--- config.mk ---
export PLATFORM = sky130hd
export DESIGN_NAME = serial_sym_tx_flat
export DESIGN_NICKNAME = d
export VERILOG_FILES = /design/src/rtl/serial_tx_pkg.sv /design/src/rtl/serial_sym_tx_if.sv /design/src/rtl/serial_shift_core.sv /design/src/rtl/serial_sym_tx.sv /design/src/flat_wrapper.sv
export SDC_FILE = /design/constraint.sdc
export NUM_CORES = 1
export LEC_CHECK = 0
export BUFFER_PORTS_ARGS = -buffer_cell sky130_fd_sc_hd__buf_2
export CAP_MARGIN = 20
export CORE_MARGIN = 8
export CORE_UTILIZATION = 60
export CTS_CLUSTER_SIZE = 10
export DETAILED_ROUTE_END_ITERATION = 10
export PLACE_DENSITY = 0.78
export SLEW_MARGIN = 20
export SYNTH_ARGS = -nofsm -noshare
export SYNTH_HDL_FRONTEND = slang
export SYNTH_HIERARCHICAL = 1
export SYNTH_SLANG_ARGS = --single-unit
--- constraint.sdc ---
create_clock -name clk -period 3.22 [get_ports clk]
set_input_delay 0.322 -clock clk [delete_from_list [all_inputs] [get_ports clk]]
set_output_delay 0.322 -clock clk [all_outputs]
set_load 0.03 [all_outputs]
--- src/rtl/serial_tx_pkg.sv ---
// Shared types and width helpers for the serial symbol transmitter.
//   tx_state_e : transmitter FSM states
//   cnt_w      : counter width for a 0..n-1 count (minimum 1 bit)
//   div_cnt_w  : width of the per-bit clock divider counter
//   bit_cnt_w  : width of the bit-in-symbol counter
package serial_tx_pkg;

  typedef enum logic [0:0] {
    StIdle  = 1'b0,
    StShift = 1'b1
  } tx_state_e;

  function automatic int unsigned cnt_w(input int unsigned n);
    return (n > 1) ? $clog2(n) : 1;
  endfunction

  function automatic int unsigned div_cnt_w(input int unsigned bit_div);
    return cnt_w(bit_div);
  endfunction

  function automatic int unsigned bit_cnt_w(input int unsigned sym_w);
    return cnt_w(sym_w);
  endfunction

endpackage

--- src/rtl/serial_sym_tx_if.sv ---
// Symbol input handshake bundle for serial_sym_tx.
//   s_data  : symbol value
//   s_valid : s_data valid (source -> transmitter)
//   s_ready : transmitter holding register can accept (transmitter -> source)
interface serial_sym_tx_if #(
  parameter int unsigned SYM_W = 5
);
  logic [SYM_W-1:0] s_data;
  logic             s_valid;
  logic             s_ready;

  modport master (
    output s_data,
    output s_valid,
    input  s_ready
  );

  modport slave (
    input  s_data,
    input  s_valid,
    output s_ready
  );
endinterface

--- src/rtl/serial_shift_core.sv ---
// Shift engine: serialises one symbol at BIT_DIV clocks per bit.
//   clk, rst      : clock, asynchronous active-high reset
//   load_i        : start a new symbol from sym_i on this edge (only when idle or on the
//                   final cycle of the current symbol)
//   sym_i         : symbol to load
//   dout_o        : serial bit, IDLE_LVL when not shifting
//   dout_vld_o    : shifting a symbol
//   bit_strobe_o  : first cycle of each bit
//   sym_done_o    : final cycle of the symbol's last bit
// All outputs are registers computed from next-state values so they line up with the
// cycle they describe.
module serial_shift_core
  import serial_tx_pkg::*;
#(
  parameter int unsigned SYM_W     = 5,
  parameter int unsigned BIT_DIV   = 4,
  parameter bit          MSB_FIRST = 1'b1,
  parameter bit          IDLE_LVL  = 1'b0
) (
  input  logic             clk,
  input  logic             rst,
  input  logic             load_i,
  input  logic [SYM_W-1:0] sym_i,
  output logic             dout_o,
  output logic             dout_vld_o,
  output logic             bit_strobe_o,
  output logic             sym_done_o
);

  localparam int unsigned DivW = div_cnt_w(BIT_DIV);
  localparam int unsigned BitW = bit_cnt_w(SYM_W);
  localparam logic [DivW-1:0] DivLast = DivW'(BIT_DIV - 1);
  localparam logic [BitW-1:0] BitLast = BitW'(SYM_W - 1);

  logic [SYM_W-1:0] sreg_q, sreg_d;
  logic [DivW-1:0]  div_q, div_d;
  logic [BitW-1:0]  bit_q, bit_d;
  logic             vld_q, vld_d;
  logic             dout_q, dout_d;
  logic             strobe_q, strobe_d;
  logic             done_q, done_d;

  always_comb begin
    sreg_d = sreg_q;
    div_d  = div_q;
    bit_d  = bit_q;
    vld_d  = vld_q;
    if (load_i) begin
      sreg_d = sym_i;
      div_d  = '0;
      bit_d  = '0;
      vld_d  = 1'b1;
    end else if (vld_q) begin
      if (div_q == DivLast) begin
        div_d = '0;
        if (bit_q == BitLast) begin
          vld_d = 1'b0;
          bit_d = '0;
        end else begin
          bit_d  = bit_q + 1'b1;
          // Outgoing bit always sits at the end nearest the output tap.
          sreg_d = MSB_FIRST ? (sreg_q << 1) : (sreg_q >> 1);
        end
      end else begin
        div_d = div_q + 1'b1;
      end
    end
  end

  always_comb begin
    dout_d   = vld_d ? (MSB_FIRST ? sreg_d[SYM_W-1] : sreg_d[0]) : IDLE_LVL;
    strobe_d = vld_d & (div_d == '0);
    done_d   = vld_d & (div_d == DivLast) & (bit_d == BitLast);
  end

  always_ff @(posedge clk or posedge rst) begin
    if (rst) begin
      sreg_q   <= '0;
      div_q    <= '0;
      bit_q    <= '0;
      vld_q    <= 1'b0;
      dout_q   <= IDLE_LVL;
      strobe_q <= 1'b0;
      done_q   <= 1'b0;
    end else begin
      sreg_q   <= sreg_d;
      div_q    <= div_d;
      bit_q    <= bit_d;
      vld_q    <= vld_d;
      dout_q   <= dout_d;
      strobe_q <= strobe_d;
      done_q   <= done_d;
    end
  end

  assign dout_o       = dout_q;
  assign dout_vld_o   = vld_q;
  assign bit_strobe_o = strobe_q;
  assign sym_done_o   = done_q;

endmodule

--- src/rtl/serial_sym_tx.sv ---
// Symbol-to-serial transmitter for the modulator baseband path.
//   clk, rst     : clock, asynchronous active-high reset
//   s_if         : symbol handshake (slave side: s_data, s_valid in; s_ready out)
//   mode_i       : 0 external symbols, 1 internal 0..PAT_MAX counting pattern
//   enable_i     : shifter may start new symbols
//   dout_o       : serial data
//   dout_vld_o   : dout carries a symbol bit
//   bit_strobe_o : first cycle of each bit
//   sym_done_o   : last cycle of each symbol
//   busy_o       : shifter active or holding register full
// A one-entry holding register sits in front of the shift engine so the next symbol is
// ready on the final cycle of the current one and symbols go out back to back.
module serial_sym_tx
  import serial_tx_pkg::*;
#(
  parameter int unsigned SYM_W     = 5,
  parameter int unsigned BIT_DIV   = 4,
  parameter bit          MSB_FIRST = 1'b1,
  parameter int unsigned PAT_MAX   = 9,
  parameter bit          IDLE_LVL  = 1'b0
) (
  input  logic             clk,
  input  logic             rst,
  serial_sym_tx_if.slave   s_if,
  input  logic             mode_i,
  input  logic             enable_i,
  output logic             dout_o,
  output logic             dout_vld_o,
  output logic             bit_strobe_o,
  output logic             sym_done_o,
  output logic             busy_o
);

  if ((SYM_W < 1) || (BIT_DIV < 1) || ((PAT_MAX >> SYM_W) != 0)) begin : g_param_chk
    $error("serial_sym_tx: need SYM_W>=1, BIT_DIV>=1 and PAT_MAX < 2**SYM_W");
  end

  localparam logic [SYM_W-1:0] PatMax = SYM_W'(PAT_MAX);

  tx_state_e        state_q, state_d;
  logic             hold_full_q, hold_full_d;
  logic [SYM_W-1:0] hold_q, hold_d;
  logic [SYM_W-1:0] pat_q, pat_d;
  logic             mode_q, mode_d;
  logic             busy_q, busy_d;

  logic s_ready;
  logic ext_take;
  logic pat_take;
  logic shift_load;
  logic mode_latch;
  logic sym_done;

  // Ready depends only on registered state, never on the shifter draining this cycle.
  assign s_ready     = ~rst & ~hold_full_q & ~mode_q;
  assign s_if.s_ready = s_ready;

  // FSM: state register
  always_ff @(posedge clk or posedge rst) begin
    if (rst) begin
      state_q <= StIdle;
    end else begin
      state_q <= state_d;
    end
  end

  // FSM: next state
  always_comb begin
    state_d = state_q;
    unique case (state_q)
      StIdle: begin
        if (enable_i & hold_full_q) state_d = StShift;
      end
      StShift: begin
        if (sym_done & ~(enable_i & hold_full_q)) state_d = StIdle;
      end
    endcase
  end

  // FSM: outputs
  always_comb begin
    shift_load = 1'b0;
    mode_latch = 1'b0;
    unique case (state_q)
      StIdle: begin
        shift_load = enable_i & hold_full_q;
        mode_latch = ~hold_full_q;
      end
      StShift: begin
        // Reload on the final cycle keeps consecutive symbols gapless.
        shift_load = sym_done & enable_i & hold_full_q;
      end
    endcase
  end

  // Holding register, pattern counter and mode latch.
  always_comb begin
    pat_take = mode_q & ~hold_full_q;
    ext_take = s_if.s_valid & s_ready;

    hold_full_d = (hold_full_q & ~shift_load) | pat_take | ext_take;
    hold_d      = hold_q;
    if (pat_take) begin
      hold_d = pat_q;
    end else if (ext_take) begin
      hold_d = s_if.s_data;
    end

    pat_d = pat_q;
    if (pat_take) begin
      pat_d = (pat_q == PatMax) ? '0 : pat_q + 1'b1;
    end

    mode_d = mode_latch ? mode_i : mode_q;
    busy_d = (state_d == StShift) | hold_full_d;
  end

  always_ff @(posedge clk or posedge rst) begin
    if (rst) begin
      hold_full_q <= 1'b0;
      hold_q      <= '0;
      pat_q       <= '0;
      mode_q      <= 1'b0;
      busy_q      <= 1'b0;
    end else begin
      hold_full_q <= hold_full_d;
      hold_q      <= hold_d;
      pat_q       <= pat_d;
      mode_q      <= mode_d;
      busy_q      <= busy_d;
    end
  end

  serial_shift_core #(
    .SYM_W    (SYM_W),
    .BIT_DIV  (BIT_DIV),
    .MSB_FIRST(MSB_FIRST),
    .IDLE_LVL (IDLE_LVL)
  ) u_core (
    .clk         (clk),
    .rst         (rst),
    .load_i      (shift_load),
    .sym_i       (hold_q),
    .dout_o      (dout_o),
    .dout_vld_o  (dout_vld_o),
    .bit_strobe_o(bit_strobe_o),
    .sym_done_o  (sym_done)
  );

  assign sym_done_o = sym_done;
  assign busy_o     = busy_q;

endmodule

--- src/flat_wrapper.sv ---
// flat-port wrapper written by rule: the top's interface ports become plain ports
module serial_sym_tx_flat import serial_tx_pkg::*;
#(
  parameter int unsigned SYM_W     = 5,
  parameter int unsigned BIT_DIV   = 4,
  parameter bit          MSB_FIRST = 1'b1,
  parameter int unsigned PAT_MAX   = 9,
  parameter bit          IDLE_LVL  = 1'b0
)
  (clk, rst, mode_i, enable_i, dout_o, dout_vld_o, bit_strobe_o, sym_done_o, busy_o, s_if_s_data, s_if_s_valid, s_if_s_ready);
  serial_sym_tx_if #(.SYM_W(SYM_W)) s_if_i ();
  input  logic clk;
  input  logic rst;
  input  logic mode_i;
  input  logic enable_i;
  output logic dout_o;
  output logic dout_vld_o;
  output logic bit_strobe_o;
  output logic sym_done_o;
  output logic busy_o;
  input wire logic [$bits(s_if_i.s_data)-1:0] s_if_s_data;
  input wire logic [$bits(s_if_i.s_valid)-1:0] s_if_s_valid;
  output wire logic [$bits(s_if_i.s_ready)-1:0] s_if_s_ready;
  assign s_if_i.s_data = s_if_s_data;
  assign s_if_i.s_valid = s_if_s_valid;
  assign s_if_s_ready = s_if_i.s_ready;
  serial_sym_tx #(.SYM_W(SYM_W), .BIT_DIV(BIT_DIV), .MSB_FIRST(MSB_FIRST), .PAT_MAX(PAT_MAX), .IDLE_LVL(IDLE_LVL)) u_core (.clk(clk), .rst(rst), .s_if(s_if_i), .mode_i(mode_i), .enable_i(enable_i), .dout_o(dout_o), .dout_vld_o(dout_vld_o), .bit_strobe_o(bit_strobe_o), .sym_done_o(sym_done_o), .busy_o(busy_o));
endmodule
==> results of run 1 <==
kinds of logic after synthesis:
kind of cell / share of synthesized area (%)
and+or+nand+nor: 20.2
xor gates and xnor gates: 1.29
muxes: 8.93
buffers and inverters: 4.42
DFF: 51.6
adders and majority gates: 4.60
AOI/OAI and AO/OA: 9.02
through the flow:
| step | util, % | cell area (um^2) | power (W) |
|---|---|---|---|
| CTS | 68.7 | 1490 | 0.00130 |
| floorplan | - | 1360 | 0.000973 |
| detailed placement | 66.3 | 1440 | 0.00108 |
| finish | 68.7 | 1490 | 0.00129 |
| global route | 68.7 | 1490 | 0.00138 |
| global placement | 66.3 | 1440 | 0.00104 |
where the power goes:
part	total, W	internal, W	leakage, nW	switching (W)
registers	0.000607	0.000480	0.339	0.000127
logic	0.000458	0.000199	0.351	0.000259
clock network	0.000222	0.000126	0.0279	0.0000967
total	0.00129	0.000805	0.718	0.000482
registers in the layout (all words and copies together), names as in the netlist:
signal	flops
u_core/state_q	1
u_core/u_core/dout_o	1
u_core/pat_q	5
u_core/u_core/dout_vld_o	1
u_core/mode_q	1
u_core/u_core/sreg_q	5
u_core/u_core/sym_done_o	1
u_core/hold_full_q	1
u_core/hold_q	5
u_core/u_core/div_q	2
u_core/u_core/bit_strobe_o	1
u_core/busy_o	1
u_core/u_core/bit_q	3
worst min-delay path by stage:
stage,start,to,depth (start not counted)
after floorplan,rst,u_core/busy_o,1
after global placement,rst,u_core/mode_q,2
after detailed placement,rst,u_core/u_core/sym_done_o,2
after CTS,rst,u_core/u_core/sym_done_o,2
after global routing,rst,u_core/u_core/div_q[0],2
final,rst,u_core/u_core/sym_done_o,2
layout make-up:
type,instances,area (um^2)
Tap cell,28,35.0
Multi-Input combinational cell,86,598
Fill cell,180,678
Clock inverter,1,30.0
Inverter,6,22.5
Clock buffer,3,22.5
Timing Repair Buffer,16,82.6
Sequential cell,28,701
Yosys cell counts:
master	count	area, um^2
o21bai_1	1	7.51
o211ai_1	1	7.51
nor3_1	5	25.0
ha_1	5	62.6
a211oi_2	1	12.5
nor2_1	13	48.8
a21oi_1	6	30.0
a21o_1	2	15.0
a21oi_2	2	17.5
clkbuf_2	1	5.00
clkbuf_1	1	3.75
buf_6	1	11.3
xor2_1	1	8.76
nor4bb_1	1	10.0
mux2i_1	11	110
nand3b_1	1	7.51
nand2_2	1	6.26
nand3_1	3	15.0
inv_1	6	22.5
nor3_2	1	10.0
xnor2_1	1	8.76
nor4b_4	1	23.8
o21ai_1	3	15.0
nor3b_1	2	15.0
mux2_2	1	11.3
and4bb_2	1	12.5
nand2_1	11	41.3
o31ai_1	1	7.51
or4_2	1	8.76
nand2b_1	2	12.5
o21ai_0	2	10.0
nor2b_1	2	12.5
buf_4	1	7.51
and4_1	1	8.76
buf_2	2	10.0
dfrtp_1	28	701
nand3_2	1	10.0
nand4_1	1	6.26
per-layer routing:
layer  track usage, %  wire length, um  vias to the layer above  share of wire (%)
li1                 -                -                      458                  -
met3             3.71              116                        4                4.8
met4             4.74               25                        0                1.0
met5                0                0                        -                  0
met1             14.9             1060                      456                 44
met2             21.9             1220                       17                 50
==> impl_metrics.toml, run 1 <==
[worst_setup_path]
path_max_fanout = 8
max_stage_delay_ns = 0.50
cp.depth = 2
reg2reg_from = "u_core/mode_q"
setup.worst_path.start = "u_core/mode_q"
cp_data_arrival_time_ns = 1.24
critPathKind = "flip-flop to output port"
r2r_slack_ns = 1.68
critPathRequiredTime_ns = 2.90
crit_path_end_kind = "output port"
critical_path.top_delay_family = "flip-flops"
critPathLaunchType = "flip-flop"
cp-endpoint = "s_if_s_ready"
reg2reg_depth = 3
crit_chain = "nor3_1, buf_2"
r2r_end = "u_core/hold_q[3]"
path_buf_inv = 1
cp_slowest_cell = "dfrtp_1"

[global_route]
grt_pass1_vias = 967
grt_max_degree = 19
grt.overflow.total = 0
grt_usage_pct = 12.9
grt_first_pass_wirelength_mm = 4.31
antenna_found_initial = 0

[placement]
placed_cells = 164
dpl.hpwl_mm = 1.85
pre_cts_ws_ns = 1.70
globalplace.congestion = 0.819
io_buffers = 15

[finish]
final_common_cell = "dfrtp_1"
layout-drive-gt1-share_pct = 21.4
final_cell_mix = "dfrtp_1, buf_2, nor2_1"
antenna_cells = 0
fin_nets = 156
final_cells = 168
area_growth_pct = 9.76

[clocking]
post_cts_buffers = 0
h-tree-depth = 1
cts_resized = 0
clockBufferDepth = 2
cts_made_buffers = 3
holdBufCountCts = 0
insertion_delay_ns = 0.31
clock-sinks = 28
cts.clk_slew.worst_paths_ns = 0.14
root_buffer = "clkbuf_4"
cts_tree = "yes"

[yosys]
syn_area_per_cell_um2 = 10.8
synth_cell_types = 38
ys_ff_latch = 28
ys.warnings.count = 6
ys_seq_area_share_pct = 51.6
netlist_instances = 126
netlist_area_um2 = 1360
synthesis.nets = 141

[timing]
finalWorstSetupSlack_ns = 1.66
setup_viol = 0
maxSlewViolCount = 0
worst_pin_slew_ns = 0.552
slew_headroom_pct = 63.2
hold_viol_final = 0
period_share_pct = 48.5
setup-tns-final_ns = 0
finClkSkew_ns = 0.00419
post-route-min-period_ns = 1.56
fmax_mhz = 640
timing.hold.ws_ns = 0.0507
rsz0062_at_grt = "false"

[routing]
dr.pass1.iters = 4
drc = 0
drt-vias-per-instance = 5.57
routed_wl_mm = 2.42
vias = 935
ant_nets = 0
wl_per_cell_um = 14.4
drtIter0Drc = 24

[power]
ir_drop_mv = 0.598
powerDensity_nw_per_um2 = 863
leakagePower_nw = 0.717

[floorplan]
ios = 16
core_area_um2 = 2170
die_x_um = 63.6
start_util_pct = 62.6
die_area_um2 = 4040
rows = 17
dieHeight_um = 63.6

[job]
maxCapViolCount = 0

[min_path]
hp-class = "primary input to asynchronous set/reset pin"

[status]
status = "finished clean"
(Power assumes the default switching activity.)
==> inputs of run 2 (changes only) <==
--- a/config.mk
+++ b/config.mk
@@ -8,10 +8,10 @@
 export BUFFER_PORTS_ARGS = -buffer_cell sky130_fd_sc_hd__buf_2
 export CAP_MARGIN = 20
 export CORE_MARGIN = 8
-export CORE_UTILIZATION = 60
+export CORE_UTILIZATION = 51
 export CTS_CLUSTER_SIZE = 10
 export DETAILED_ROUTE_END_ITERATION = 10
-export PLACE_DENSITY = 0.78
+export PLACE_DENSITY = 0.7
 export SLEW_MARGIN = 20
 export SYNTH_ARGS = -nofsm -noshare
 export SYNTH_HDL_FRONTEND = slang
==> constraint.sdc (replaced) <==
create_clock -name clk -period 1.4 [get_ports clk]
set_input_delay 0.14 -clock clk [delete_from_list [all_inputs] [get_ports clk]]
set_output_delay 0.14 -clock clk [all_outputs]
set_load 0.03 [all_outputs]
==> run 2 against run 1 <==
Compared with the run above:
- the flow now finishes with violations (negative setup slack)
- critical path type is now flip-flop to flip-flop
- via count rose by 5.8%
- clock skew shrank 0.0032 ns
- combinational power increased to 2.9 times the previous value
- sequential share of layout area down 4.4 points
- first-iteration DRC count increased to 3.5 times the previous value
- critical endpoint is now u_core/u_core/sreg_q[1]
- critical path depth up 5
- largest cell class unchanged
- global-route usage decreased by 0.42 points
- flip-flop and latch count is the same
==> impl_metrics.toml, run 2 (synthesis results as in run 1) <==
[worst_setup_path]
crit_path_end_kind = "flip-flop"
path_max_fanout = 4
critPathLaunchType = "flip-flop"
cp_data_arrival_time_ns = 1.64
critical_path.top_delay_family = "flip-flops"
path_buf_inv = 2
critPathKind = "flip-flop to flip-flop"
max_stage_delay_ns = 0.41
critPathRequiredTime_ns = 1.63
cp_slowest_cell = "dfrtp_1"
crit_chain = "inv_1, ha_1, nand2_1, nand3_2, buf_4, mux2i_1, o21ai_1"

[timing]
finalWorstSetupSlack_ns = -0.00611
post-route-min-period_ns = 1.41
period_share_pct = 100
hold_viol_final = 0
timing.hold.ws_ns = 0.0497
finClkSkew_ns = 0.00101
slew_headroom_pct = 64.4
worst_pin_slew_ns = 0.533
fmax_mhz = 711
maxSlewViolCount = 0
setup_viol = 2
rsz0062_at_grt = "true"

[routing]
drc = 0
drt-vias-per-instance = 5.32
vias = 989
ant_nets = 0
routed_wl_mm = 2.55
wl_per_cell_um = 13.7
drtIter0Drc = 83
dr.pass1.iters = 4

[status]
status = "finished with violations"
violations = "negative setup slack"

[floorplan]
ios = 16
die_area_um2 = 4570
rows = 18
core_area_um2 = 2500
die_x_um = 67.6
start_util_pct = 54.4
dieHeight_um = 67.6

[finish]
final_common_cell = "dfrtp_1"
antenna_cells = 0
area_growth_pct = 21.2
layout-drive-gt1-share_pct = 33.3
fin_nets = 172
top_regs = "u_core/hold_q (5), u_core/pat_q (5), u_core/u_core/sreg_q (5)"
final_cell_mix = "dfrtp_1, buf_2, buf_4"

[min_path]
hp-class = "primary input to flip-flop"

[placement]
globalplace.congestion = 0.766
io_buffers = 15
pre_cts_ws_ns = -0.0350
dpl.hpwl_mm = 1.91

[global_route]
antenna_found_initial = 0
grt_pass1_vias = 1059
grt_first_pass_wirelength_mm = 4.48
grt.overflow.total = 0
grt_max_degree = 16
grt_usage_pct = 12.5

[clocking]
cts_made_buffers = 3
cts.clk_slew.worst_paths_ns = 0.15
clock-sinks = 28
clockBufferDepth = 2
h-tree-depth = 1
insertion_delay_ns = 0.32
cts_tree = "yes"
root_buffer = "clkbuf_4"

[power]
leakagePower_nw = 0.788
ir_drop_mv = 1.15
powerDensity_nw_per_um2 = 1880

[job]
maxCapViolCount = 0
==> run 2: metrics by stage <==
step                      power, W  cell area (um^2)  util, %  cells  TNS (ns)
after floorplan            0.00224              1360        -    126         0
after global placement     0.00255              1530     61.0    177         0
after detailed placement   0.00259              1530     61.0    177   -0.0875
after CTS                  0.00301              1600     63.9    184    -0.179
after global routing       0.00334              1650     65.9    186    -0.305
final                      0.00309              1650     65.9    186  -0.00621
==> run 2: timing repair <==
action	4_1_cts	5_1_grt
buffers inserted	2	2
pin swaps	3	3
gates resized for setup	3	9
endpoints found under the hold margin	28	0
setup endpoints to repair	11	17
hold buffers	1	0
==> run 2: worst min-delay path, stage by stage <==
cell      delay (ns)
buf_2           0.08
nand2_1         0.07
nand2b_1        0.07
==> run 2: path summary, 6_finish.rpt <==
| path | cells after the start | from | slack, ns | end |
|---|---|---|---|---|
| min in group asynchronous | 3 | rst | 0.48 | u_core/u_core/bit_q[1] |
| worst min-delay path | 3 | enable_i | 0.05 | u_core/state_q |
| worst min register to register | 2 | u_core/hold_q[3] | 0.51 | u_core/u_core/sreg_q[3] |
| max in group asynchronous | 3 | rst | 0.55 | u_core/u_core/sym_done_o |
| worst max-delay path | 7 | u_core/u_core/bit_q[0] | -0.006 | u_core/u_core/sreg_q[1] |
| worst max register to register | 7 | u_core/u_core/bit_q[0] | -0.006 | u_core/u_core/sreg_q[1] |
==> run 2: layer usage <==
metal / share of wire, % / global-route usage [%] / wire [um]
met3: 3.6 / 3.31 / 93
met5: 0 / 0 / 0
met1: 42 / 13.7 / 1080
met2: 54 / 22.5 / 1370
met4: 0 / 4.44 / 0
==> run 2: power by group <==
part	leakage, nW	internal (W)	switching (W)
logic	0.430	0.000660	0.000691
registers	0.337	0.00110	0.000243
clock network	0.0210	0.000159	0.000236
==> run 2: area by class of cell <==
type | instances | area [um^2]
Tap cell | 30 | 37.5
Clock buffer | 4 | 36.3
Multi-Input combinational cell | 86 | 629
Sequential cell | 28 | 702
Fill cell | 204 | 853
Timing Repair Buffer | 32 | 219
Inverter | 6 | 22.5
